### src/rtl/dcache_pkg.sv
// dcache_pkg: refill FSM states and line geometry shared by the L1 data cache and its miss handler
package dcache_pkg;
  typedef enum logic [1:0] {IDLE, WB, FILL, DONE} refill_state_t;
  localparam int WORDS_PER_LINE = 4;
  localparam int OFF_W = $clog2(WORDS_PER_LINE);
  localparam int LINE_BYTES = WORDS_PER_LINE * 4;
  function automatic logic [31:0] line_base(input logic [31:0] addr);
    return addr & ~32'(LINE_BYTES - 1);
  endfunction
endpackage

### src/rtl/dcache_refill_ctrl_beat_counter.sv
// line_beat_counter: loadable wrapping word index plus a beat tally that flags the last beat of a line
module line_beat_counter #(
  parameter int WORDS_PER_LINE = 4,
  localparam int OFF_W = $clog2(WORDS_PER_LINE)
) (
  input  logic             CLK,
  input  logic             RST_N,
  input  logic             load,
  input  logic [OFF_W-1:0] start,
  input  logic             adv,
  output logic [OFF_W-1:0] cnt,
  output logic             last
);
  logic [OFF_W-1:0] tally;
  always_ff @(posedge CLK or negedge RST_N)
    if (!RST_N) begin
      cnt   <= '0;
      tally <= '0;
    end else if (load) begin
      cnt   <= start;
      tally <= '0;
    end else if (adv) begin
      cnt   <= cnt + 1'b1;
      tally <= tally + 1'b1;
    end
  assign last = &tally;
endmodule

### src/rtl/dcache_refill_ctrl.sv
// dcache_refill_ctrl: L1 miss handler -- dirty victim write-back then line refill, one word per beat.
// Optional CRITICAL_WORD_FIRST_EN: refill starts at the missing word and wraps around the line.
module dcache_refill_ctrl #(
  parameter int WORDS_PER_LINE = 4,
  parameter int ADDR_W = 32,
  localparam int OFF_W = $clog2(WORDS_PER_LINE)
) (
  input  logic              CLK,
  input  logic              RST_N,
  input  logic              MISS_REQ,
  input  logic [ADDR_W-1:0] MISS_ADDR,
  input  logic              VICTIM_DIRTY,
  input  logic [ADDR_W-1:0] VICTIM_ADDR,
  input  logic [31:0]       VICTIM_DATA,
  output logic [OFF_W-1:0]  VICTIM_IDX,
  output logic              LINE_INV,
  output logic              FILL_WE,
  output logic [OFF_W-1:0]  FILL_IDX,
  output logic [31:0]       FILL_DATA,
  output logic              FILL_DONE,
  output logic              STALL,
  output logic              MEM_REQ,
  output logic              MEM_WE,
  output logic [ADDR_W-1:0] MEM_ADDR,
  output logic [31:0]       MEM_WDATA,
  input  logic [31:0]       MEM_RDATA,
  input  logic              MEM_ACK
);
  import dcache_pkg::*;
  refill_state_t state, state_nx;
  logic [ADDR_W-OFF_W-3:0] miss_line, victim_line;
  logic [OFF_W-1:0] cnt, start, fill_start;
  logic last, load, adv, unused_ok;
  always_ff @(posedge CLK or negedge RST_N)
    if (!RST_N) begin
      state       <= IDLE;
      miss_line   <= '0;
      victim_line <= '0;
    end else begin
      state <= state_nx;
      if (state == IDLE && MISS_REQ) begin
        miss_line   <= MISS_ADDR[ADDR_W-1:OFF_W+2];
        victim_line <= VICTIM_ADDR[ADDR_W-1:OFF_W+2];
      end
    end
`ifdef CRITICAL_WORD_FIRST_EN
  logic [OFF_W-1:0] crit_q;
  always_ff @(posedge CLK or negedge RST_N)
    if (!RST_N) crit_q <= '0;
    else if (state == IDLE && MISS_REQ) crit_q <= MISS_ADDR[OFF_W+1:2];
  assign fill_start = state == IDLE ? MISS_ADDR[OFF_W+1:2] : crit_q;
`else
  assign fill_start = '0;
`endif
  assign unused_ok = ^{MISS_ADDR[OFF_W+1:0], VICTIM_ADDR[OFF_W+1:0]};
  assign STALL = MISS_REQ || state != IDLE;
  always_comb begin
    state_nx  = state;
    MEM_REQ   = 1'b0;
    MEM_WE    = 1'b0;
    MEM_ADDR  = '0;
    MEM_WDATA = '0;
    VICTIM_IDX = '0;
    FILL_WE   = 1'b0;
    FILL_IDX  = '0;
    FILL_DATA = '0;
    LINE_INV  = 1'b0;
    FILL_DONE = 1'b0;
    load      = 1'b0;
    adv       = 1'b0;
    start     = fill_start;
    case (state)
      IDLE: begin
        LINE_INV = MISS_REQ;
        load     = MISS_REQ;
        start    = VICTIM_DIRTY ? '0 : fill_start;
        if (MISS_REQ) state_nx = VICTIM_DIRTY ? WB : FILL;
      end
      WB: begin
        MEM_REQ    = 1'b1;
        MEM_WE     = 1'b1;
        MEM_ADDR   = {victim_line, cnt, 2'b00};
        MEM_WDATA  = VICTIM_DATA;
        VICTIM_IDX = cnt;
        adv        = MEM_ACK;
        load       = MEM_ACK && last;
        if (MEM_ACK && last) state_nx = FILL;
      end
      FILL: begin
        MEM_REQ   = 1'b1;
        MEM_ADDR  = {miss_line, cnt, 2'b00};
        FILL_WE   = MEM_ACK;
        FILL_IDX  = cnt;
        FILL_DATA = MEM_RDATA;
        adv       = MEM_ACK;
        if (MEM_ACK && last) state_nx = DONE;
      end
      DONE: begin
        FILL_DONE = 1'b1;
        state_nx  = IDLE;
      end
      default: state_nx = IDLE;
    endcase
  end
  line_beat_counter #(.WORDS_PER_LINE(WORDS_PER_LINE)) u_cnt (
    .CLK(CLK), .RST_N(RST_N), .load(load), .start(start), .adv(adv), .cnt(cnt), .last(last)
  );
endmodule

### config.mk
export PLATFORM = sky130hd
export DESIGN_NAME = dcache_refill_ctrl
export DESIGN_NICKNAME = d
export VERILOG_FILES = /design/src/rtl/dcache_pkg.sv /design/src/rtl/dcache_refill_ctrl_beat_counter.sv /design/src/rtl/dcache_refill_ctrl.sv
export SDC_FILE = /design/constraint.sdc
export NUM_CORES = 1
export LEC_CHECK = 0
export CAP_MARGIN = 15
export CORE_MARGIN = 1
export CORE_UTILIZATION = 32
export CTS_CLUSTER_DIAMETER = 80
export DETAILED_ROUTE_END_ITERATION = 10
export GPL_TIMING_DRIVEN = 0
export PLACE_DENSITY = 0.78
export SLEW_MARGIN = 20
export SYNTH_ARGS = -nofsm -noshare
export SYNTH_HDL_FRONTEND = slang
export SYNTH_SLANG_ARGS = --single-unit
### constraint.sdc
create_clock -name CLK -period 1.8 [get_ports CLK]
set_clock_uncertainty 0.2 [all_clocks]
set_input_delay 0.27 -clock CLK [delete_from_list [all_inputs] [get_ports CLK]]
set_output_delay 0.27 -clock CLK [all_outputs]
set_load 0.01 [all_outputs]
==> results.sh <==
export IMPL_final_cells=730
export IMPL_cap_violations=0
export IMPL_p_leak_nw=3.26
export IMPL_min_period_over_period=1.27
export IMPL_violations="negative setup slack"
export IMPL_antenna_cells=0
export IMPL_p_per_area_nw_per_um2=1750
export IMPL_antenna_found_initial=0
export IMPL_status="complete, but fails checks"
export IMPL_viasPerCell=4.70
export IMPL_crit_required_ns=1.33
export IMPL_critical_path_startpoint_type="flip-flop"
export IMPL_endpoint_kind="output port"
export IMPL_ys_seq_elements=62
export IMPL_synthFlopType="dfrtp_1"
export IMPL_crit_path_max_fanout=5
export IMPL_ys_warn_count=0
export IMPL_final_setup_worst_slack_ns=-0.482
export IMPL_fill_cells=683
export IMPL_die_area_um2=10800
export IMPL_root_buffer="clkbuf_8"
export IMPL_worstHoldPathType="input port to asynchronous set/reset pin"
export IMPL_nets=732
export IMPL_hpwl_mm=8.37
export IMPL_clk_pin_slew_ns=0.07
export IMPL_clk_latency_ns=0.33
export IMPL_core_area_um2=9910
export IMPL_grt_pass1_wl_mm=18.5
export IMPL_wirelength_mm=12.8
export IMPL_vdd_drop_max_uv=889
export IMPL_yosysSeqAreaShare=0.466
export IMPL_ios=239
export IMPL_power_total_mw=12.4
export IMPL_dp_cells=666
export IMPL_start_util=0.336
export IMPL_drcViolationCount=0
export IMPL_numPortBuffers=228
export IMPL_fp_row_count=36
export IMPL_die_y_um=104
export IMPL_avgSynthCellArea_um2=11.0
export IMPL_place_ws_ns=-0.794
export IMPL_drive_gt1_frac=0.590
export IMPL_synth_edff_count=0
export IMPL_cts_buffers=9
export IMPL_grt_pass1_vias=3521
export IMPL_synth_cells=303
export IMPL_multi_input_area_um2=2030
export IMPL_drt_iter0_markers=105
export IMPL_wl_per_cell_um=17.6
export IMPL_dr_pass1_iters=4
export IMPL_rsz0062_at_grt="yes"
export IMPL_grt_ovfl_total=0
export IMPL_syn_cell_area_um2=3330
export IMPL_seqCellArea_um2=1550
export IMPL_cp_data_arrival_time_ns=1.81
export IMPL_syn2layout_area_growth_pct=113
export IMPL_grt_total_usage=0.221
export IMPL_ys_types=22
export IMPL_cts_tree="done"
export IMPL_vias=3430
export IMPL_min_period_ns=2.28
export IMPL_htree_levels=3
export IMPL_fp_dieW_um=104
export IMPL_cts_num_sinks=62
export IMPL_hold_viol=0
export IMPL_grt_max_degree=34
export IMPL_finalSetupTns_ns=-34.03
export IMPL_critical_path_class="flip-flop to output port"
export IMPL_synthArstFlopShare=1.00
export IMPL_final_antenna_net_count=0
export IMPL_setup_violations=111
export IMPL_slew_viol_final=0
export IMPL_fmax_mhz=438
export IMPL_cts_buffer_depth=2
export IMPL_place_congestion=0.811
[timing repair]
item,4_1_cts,5_1_grt
hold buffers,1,0
pin swaps,27,24
gates cloned,9,4
endpoints found under the hold margin,29,0
resized for setup,513,177
endpoints found under the setup margin,134,151
buffers inserted,24,18
[final cells by class]
cell class                      count  share of cell area
Multi-Input combinational cell    213               0.287
Tap cell                          133              0.0235
Inverter                            4             0.00389
Timing Repair Buffer              281               0.393
Sequential cell                    62               0.219
Buffer                             22              0.0467
Clock buffer                       11              0.0200
Clock inverter                      4             0.00672
[placed cells by master (no fill, tap or decap), types with 2 or more instances in the layout]
cell and instances:
a22oi_2 28, and2_1 27, and2_4 42, and3_4 2, buf_12 8, buf_16 4, buf_2 52, buf_4 18
buf_6 78, buf_8 11, clkbuf_16 5, clkbuf_8 12, clkdlybuf4s50_1 123, clkinv_2 2, conb_1 2, dfrtp_1 62
ha_1 3, ha_4 3, mux2_2 48, mux2_4 9, mux2i_1 3, nand2_1 4, nand3_1 3, nor2_1 12
nor2_2 15, nor2_4 4, xor2_1 3
[power by group]
group	internal [mW]	leakage, nW	switching (mW)
Clock	0.665	0.0952	0.540
Sequential	2.12	0.736	0.512
Combinational	5.12	2.43	3.46
[worst paths after layout]
kind                       cells after the start  slack, ns            from              to
min                                            2       0.20           RST_N    miss_line[5]
min reg2reg                                    1       0.32  victim_line[3]  victim_line[3]
max                                            8      -0.48        state[0]    MEM_ADDR[28]
min in group CLK                               1       0.32  victim_line[3]  victim_line[3]
max reg2reg                                    7      -0.19        state[0]        state[1]
max in group asynchronous                      3       0.67           RST_N  victim_line[1]
[registers in the layout (all words and copies together), names as in the netlist]
register and count:
u_cnt.cnt 2, miss_line 28, u_cnt.tally 2, victim_line 28
state 2
[synthesized netlist by cell type, types with 2 or more instances]
master    number  area (um2)
nand2_1        5        18.8
and3_1         2        12.5
inv_1          4        15.0
mux2i_1        3        30.0
dfrtp_1       62        1550
mux2_2        56         631
buf_6          4        45.0
nor2_1        31         116
buf_2         10        50.1
and2_1        69         432
ha_1           6        75.1
clkbuf_1       9        33.8
buf_4          2        15.0
a22oi_1       28         210
nand3_1        3        15.0
xor2_1         3        26.3
[cell families (layout without fill, tap and decap cells)]
kind of cell               Yosys count  in the layout  synth area share
and+or+nand+nor                    112            112             0.183
xor gates and xnor gates             3              3           0.00789
AOI/OAI and AO/OA                   30             30            0.0702
adders and majority gates            6              6            0.0225
buffers and inverters               29            322            0.0477
DFF                                 62             62             0.466
other                                1              2           0.00113
muxes                               60             60             0.202
[per-layer routing]
| metal | up-vias | track usage | part of all wire |
|---|---|---|---|
| li1 | 1597 | - | - |
| met5 | - | 0 | 0 |
| met3 | 24 | 0.0495 | 0.049 |
| met1 | 1673 | 0.229 | 0.36 |
| met4 | 0 | 0.0612 | 0.022 |
| met2 | 136 | 0.439 | 0.56 |
[stage by stage]
stage	utilization	instance area, um2	hold WS [ns]
final	0.714	7080	0.204
after global routing	0.714	7080	0.239
after CTS	0.661	6560	0.210
after detailed placement	0.590	5850	0.0279
after global placement	0.588	5830	0.288
after floorplan	-	3380	-0.226
[worst max-delay path, cell delays in order, from the launching register on]
cell and delay [ns]:
dfrtp_1 0.41, buf_6 0.13, ha_4 0.17, buf_6 0.13, buf_6 0.12, clkbuf_8 0.15, a22oi_2 0.18, nor2_4 0.05
buf_2 0.13
Note: power is estimated with default switching activity, not from simulation.
==> patch 1 (config.mk and constraints unchanged) <==
Change the parameter `ADDR_W` from 32 to 40.
--- a/src/rtl/dcache_refill_ctrl.sv
+++ b/src/rtl/dcache_refill_ctrl.sv
@@ -4,3 +4,3 @@
   parameter int WORDS_PER_LINE = 4,
-  parameter int ADDR_W = 32,
+  parameter int ADDR_W = 40,
   localparam int OFF_W = $clog2(WORDS_PER_LINE)
Interface: changed (resized MEM_ADDR, MISS_ADDR and VICTIM_ADDR); port bits go from 239 to 263. The function was not compared with the original's and may differ.
==> patch 1 against the unedited design <==
- routed wire length is 26% higher
- highest routed layer unchanged
- core utilization is 6.3 points lower
- sequential cell count up 16
- critical path depth decreased by 1
- sequential share of layout area is 1.5 points higher
- register-to-register slack lost 0.07 ns
- via count is 15% higher
- total power grew 19%
- setup slack improved by 0.030 ns
- first-iteration DRC count is 31% higher
- the flow still finishes with violations (negative setup slack)
- design area increased by 18%
- hold slack worse by 0.0025 ns
- synthesized area increased by 28%
- critical endpoint is now MEM_ADDR[38]
==> patch 1: results (changes against the unedited design) <==
Outcome
  • Result of the run: finished, violations left
  • Failing checks: negative setup slack

Worst setup path
  • Slowest-stage cell, CP: sky130_fd_sc_hd__dfrtp_1
  • Longest individual stage delay on the worst path: 0.41 ns (about the same)
  • Worst setup path endpoint: MEM_ADDR[38]
  • Data arrival time of the worst path: 1.78 ns (-0.03 ns)
  • R2r setup slk: -0.26 ns (-0.07 ns)
  • Maximum net fanout on the critical path: 9 (+4)
  • Length in cells of the worst reg-to-reg path: 8 (+1)
  • CP delay by family, top: buffers and inverters
  • Reg2reg start: state[1]
  • Reg2Reg Capture Point: state[1]

Global routing
  • Vias in the first global route: 4,159 (+18%)
  • Initial antenna violation count: 0 (unchanged)
  • Gr usage total: 22.2% (+0.044 points)
  • First-pass GRT wire length: 23,600 um (+28%)
  • Pin count of the biggest net entering global routing: 53 (+56%)
  • Grt ovf: 0 (unchanged)

Logic synthesis
  • Leading register cell type out of synthesis: sky130_fd_sc_hd__dfrtp_1
  • Share of synthesized registers carrying an async set or reset: 100% (unchanged)
  • Most frequent cells after synthesis: 78 x sky130_fd_sc_hd__dfrtp_1, 69 x sky130_fd_sc_hd__and2_1, 60 x sky130_fd_sc_hd__mux2_4
  • Leading cell types by total area after synthesis: sky130_fd_sc_hd__dfrtp_1 46%, sky130_fd_sc_hd__mux2_4 21%, sky130_fd_sc_hd__and2_1 10%
  • Number of library cell types mapped by synthesis: 27 (+23%)
  • Sequential area share after synthesis: 45.8% (-0.82 points)

Layout
  • Total number of nets in the final design: 816 (+11%)
  • Biggest registers after layout: miss_line: 36 flops, victim_line: 36 flops
  • Count of fill cells added during filler insertion: 975 (+43%)
  • Diodes inserted: 0 (unchanged)
  • Share of layout cells above drive strength 1: 53.5% (-5.5 points)

Timing
  • TNS Setup: -44.36 ns (-10.34 ns)
  • Final setup viols: 184 (+66%)
  • Worst path setup slack after routing: -0.452 ns (+0.0300 ns)

Clock network
  • Clock slew seen by the registers of the worst setup and hold paths: 0.06 ns
  • Inserted Clock Buffers: 9 (unchanged)
  • Clk buf depth: 2 (unchanged)
  • Root buffer cell: sky130_fd_sc_hd__clkbuf_16
  • Latest clock arrival within the worst-skew pair: 0.34 ns
  • CTS H-Tree Depth: 3 (unchanged)

Placement
  • Post-detailed-placement cell area: 0.00704 mm2 (+20%)
  • Port buffer count: 252 (+11%)
  • HPWL after detailed placement: 10,300 um (+23%)
  • GPL Wtd Cong: 0.792 (-2.3%)
  • Worst-case setup slack after placement: -0.965 ns (-0.172 ns)

Worst hold path
  • Class of the tightest hold or removal check: in2async

Pwr
  • Leak Pwr: 3.86 nW (+18%)
  • Max IR drop VDD: 930 uV (+4.6%)

Detailed routing
  • Initial DRT Pass Iterations: 4 (unchanged)
  • Avg Vias per Cell: 4.70 (about the same)
  • Detailed router's first-iteration violation count: 138 (+31%)
  • Average routed wire per standard cell: 19.3 um (+10%)
-- patch 1: cell types whose count changed after synthesis, moves of 3 or more --
cell                       before  now
sky130_fd_sc_hd__mux2_2        56   12
sky130_fd_sc_hd__buf_6          4    8
sky130_fd_sc_hd__mux2_4         0   60
sky130_fd_sc_hd__buf_2         10    4
sky130_fd_sc_hd__nor2_1        31   39
sky130_fd_sc_hd__a22oi_1       28   36
sky130_fd_sc_hd__dfrtp_1       62   78
sky130_fd_sc_hd__buf_1          0    3
sky130_fd_sc_hd__clkbuf_1       9   12
-- patch 1: layout make-up --
cell class	count	area, um2	share of cell area (%)
flip-flops and latches	78	1950	23.4
well taps	172	215	2.58
plain buffers	28	498	5.96
clock inverters	6	83.8	1.00
clock buffers	10	239	2.86
inverters	3	13.8	0.165
repair buffers	297	2850	34.2
multi-input cells	244	2490	29.9
-- patch 1: what timing repair did --
| item | 4_1_cts | 5_1_grt |
|---|---|---|
| hold buffers | 1 | 0 |
| cloned | 9 | 11 |
| gates resized for setup | 597 | 83 |
| setup buffers | 18 | 7 |
| pin swaps | 24 | 33 |
| setup endpoints to repair | 181 | 188 |
| endpoints found under the hold margin | 26 | 0 |
-- patch 1: worst min path at each step --
stage / startpoint / to / cells after the start
3_5_place_dp: RST_N / victim_line[18] / 1
2_1_floorplan: RST_N / miss_line[0] / 0
5_1_grt: RST_N / victim_line[18] / 2
4_1_cts: RST_N / victim_line[18] / 2
3_3_place_gp: victim_line[27] / victim_line[27] / 1
6_report: RST_N / miss_line[18] / 2
-- patch 1: power breakdown --
part / switching (W) / internal, W / total, W
Sequential: 0.000698 / 0.00267 / 0.00337
Clock: 0.000752 / 0.00125 / 0.00200
Combinational: 0.00381 / 0.00558 / 0.00939
-- patch 1: stage by stage --
stage               power [W]  std cells  utilization [%]  hold WS [ns]
finish                 0.0148        838             65.1         0.201
floorplan             0.00709        354                -        -0.226
global placement       0.0101        778             54.7         0.291
detailed placement     0.0103        779             54.9        0.0162
global route           0.0155        838             65.1         0.220
CTS                    0.0136        823             60.6         0.202
-- patch 1: cells by family (layout without fill, tap and decap cells) --
group	after synthesis	count (layout)	synth area share [%]
AO/OA/AOI/OAI	39	39	7.10
multiplexers	76	76	25.3
adder cells (fa/ha/maj)	6	6	1.76
other	1	2	0.0879
AND/OR/NAND/NOR	118	118	14.9
flip-flops	78	78	45.8
buffers and inverters	32	344	4.52
XOR/XNOR	3	3	0.616
-- patch 1: per-layer routing --
metal	track usage, %	wire (um)	up-vias
met5	0	0	-
met3	5.96	887	25
met4	6.01	331	0
met1	27.0	6790	1919
li1	-	-	1829
met2	38.5	8180	166
==> patch 2 (config.mk and constraints unchanged) <==
Without the edit above. Encoding of `refill_state_t`: now one-hot (4 bits for 4 states).
--- a/src/rtl/dcache_pkg.sv
+++ b/src/rtl/dcache_pkg.sv
@@ -2,3 +2,3 @@
 package dcache_pkg;
-  typedef enum logic [1:0] {IDLE, WB, FILL, DONE} refill_state_t;
+  typedef enum logic [3:0] {IDLE = 4'b0001, WB = 4'b0010, FILL = 4'b0100, DONE = 4'b1000} refill_state_t;
   localparam int WORDS_PER_LINE = 4;
Formal check against the unedited RTL: no difference found for any inputs over 10 cycles, from zero or initial values and one cycle with RST_N low; not proved beyond that.
==> patch 2 against the unedited design <==
- the flow still finishes with violations (negative setup slack)
- setup slack lost 0.15 ns
- count of clock-buffer cells in the layout grew 2
- register-to-register slack lost 0.24 ns
- non-clock buffer count grew 13
- critical path depth shrank 2
- design area grew 6.0%
- via count grew 3.6%
- sequential cell count grew 2
- synthesized area grew 3.4%
- routed wire length grew 7.5%
- total power shrank 29%
==> patch 2: results (changes against the unedited design) <==
Global routing
  • First-pass GRT wire length: 20,100 um (+8.2%)
  • Pin count of the biggest net entering global routing: 34 (unchanged)
  • Gr usage total: 23.1% (+1.0 points)
  • Vias in the first global route: 3,746 (+6.4%)

Placement
  • GPL Wtd Cong: 0.796 (-1.8%)
  • Worst-case setup slack after placement: -0.988 ns (-0.194 ns)
  • Post-detailed-placement cell area: 0.00612 mm2 (+4.6%)
  • HPWL after detailed placement: 8450 um (+1.0%)
  • Dpl cells: 655 (-1.7%)

Logic synthesis
  • Cells after synthesis: 289 (-4.6%)
  • Sequential area share after synthesis: 46.5% (about the same)
  • Post-synthesis share of cell area spent on xor and xnor gates: 0.509% (-0.28 points)
  • Leading cell types by total area after synthesis: sky130_fd_sc_hd__dfrtp_1 46%, sky130_fd_sc_hd__mux2_2 17%, sky130_fd_sc_hd__and2_1 12%
  • Post-synthesis compound-gate area fraction: 10.0% (+3.0 points)
  • Number of library cell types mapped by synthesis: 38 (+73%)
  • Most frequent cells after synthesis: 68 x sky130_fd_sc_hd__and2_1, 63 x sky130_fd_sc_hd__dfrtp_1, 51 x sky130_fd_sc_hd__mux2_2
  • Fraction of synthesized area in multiplexers: 18.6% (-1.5 points)
  • Arithmetic-cell share of the synthesized area counting full adders, half adders and majority gates: 0.363% (-1.9 points)

Layout
  • Share of layout cells above drive strength 1: 59.0% (unchanged)
  • Total number of nets in the final design: 726 (-0.82%)
  • Biggest registers after layout: miss_line: 28 flops, victim_line: 28 flops, state: 4 flops

Detailed routing
  • Detailed router's first-iteration violation count: 117 (+11%)
  • Average routed wire per standard cell: 18.8 um (+7.0%)
  • Avg Vias per Cell: 4.85 (+3.1%)
  • DRT Wirelength: 13,800 um (+7.5%)

Timing
  • TNS Setup: -72.11 ns (-38.08 ns)
  • Worst path setup slack after routing: -0.635 ns (-0.153 ns)
  • Final setup viols: 167 (+50%)
  • Worst hold slack: 0.220 ns (+0.0160 ns)

Pwr
  • Max IR drop VDD: 644 uV (-28%)
  • Leak Pwr: 3.48 nW (+6.7%)

Worst setup path
  • Reg2Reg Capture Point: state[2]
  • R2r setup slk: -0.43 ns (-0.24 ns)
  • Reg2reg start: state[1]
  • Startpoint of the most critical setup path: state[2]
  • Data arrival time of the worst path: 1.97 ns (+0.16 ns)

Outcome
  • Result of the run: finished, violations left
  • Failing checks: negative setup slack

Clock network
  • Clock slew seen by the registers of the worst setup and hold paths: 0.08 ns
  • Clk buf depth: 2 (unchanged)
==> patch 2: changes by cell type after synthesis, moves of 4 or more <==
cell                      change
sky130_fd_sc_hd__a22o_1      +28
sky130_fd_sc_hd__ha_1         -5
sky130_fd_sc_hd__buf_2        -5
sky130_fd_sc_hd__mux2_2       -5
sky130_fd_sc_hd__a22oi_1     -28
sky130_fd_sc_hd__mux2_1       +5
sky130_fd_sc_hd__buf_4        +4
sky130_fd_sc_hd__nor2_1      -25
==> patch 2: worst max-delay path by stage <==
stage,endpoint,slack [ns],cells after the start
2_1_floorplan,miss_line[0],-0.08,6
3_3_place_gp,state[2],-2.08,1
3_5_place_dp,MEM_ADDR[21],-0.99,5
4_1_cts,MEM_ADDR[23],-0.60,6
5_1_grt,MEM_ADDR[21],-0.69,6
6_report,MEM_ADDR[21],-0.64,6
==> patch 2: where the power goes <==
| part | switching, W | total (W) | leakage (nW) | internal [W] |
|---|---|---|---|---|
| Sequential | 0.000410 | 0.00256 | 0.762 | 0.00215 |
| Combinational | 0.00177 | 0.00506 | 2.62 | 0.00329 |
| Clock | 0.000537 | 0.00122 | 0.0976 | 0.000680 |
| Total | 0.00272 | 0.00883 | 3.48 | 0.00612 |
==> patch 2: routing by layer <==
| metal | GRT usage, % | routed length [um] |
|---|---|---|
| met4 | 3.97 | 176 |
| met2 | 42.8 | 7240 |
| met3 | 5.75 | 905 |
| met1 | 27.1 | 5460 |
| met5 | 0 | 0 |
==> patch 2: kinds of logic after synthesis <==
group           count (synthesis)
simple gates                   93
flops                          64
mux                            57
compound gates                 41
buf+inv                        30
xor+xnor                        2
fa+ha+maj                       1
other cells                     1
==> patch 2: timing repair <==
action	CTS	global route
hold buffers	1	0
pin swaps	18	31
endpoints found under the hold margin	32	0
gates resized for setup	517	136
setup endpoints to repair	167	167
gates cloned	11	3
buffers inserted	48	9
==> patch 2: worst max-delay path, stage by stage, from the launching register on <==
cell and delay, ns:
sky130_fd_sc_hd__dfrtp_2 0.43, sky130_fd_sc_hd__buf_6 0.13, sky130_fd_sc_hd__nor4b_4 0.41, sky130_fd_sc_hd__buf_6 0.21, sky130_fd_sc_hd__clkbuf_16 0.15, sky130_fd_sc_hd__a22o_1 0.17, sky130_fd_sc_hd__buf_2 0.15
==> patch 2: final cells by class <==
cell class / count / area (um2)
plain buffers: 21 / 317
repair buffers: 295 / 3130
flip-flops and latches: 64 / 1600
inverters: 5 / 23.8
clock inverters: 3 / 43.8
well taps: 136 / 170
multi-input cells: 196 / 2070
fillers: 695 / 2870
clock buffers: 13 / 149
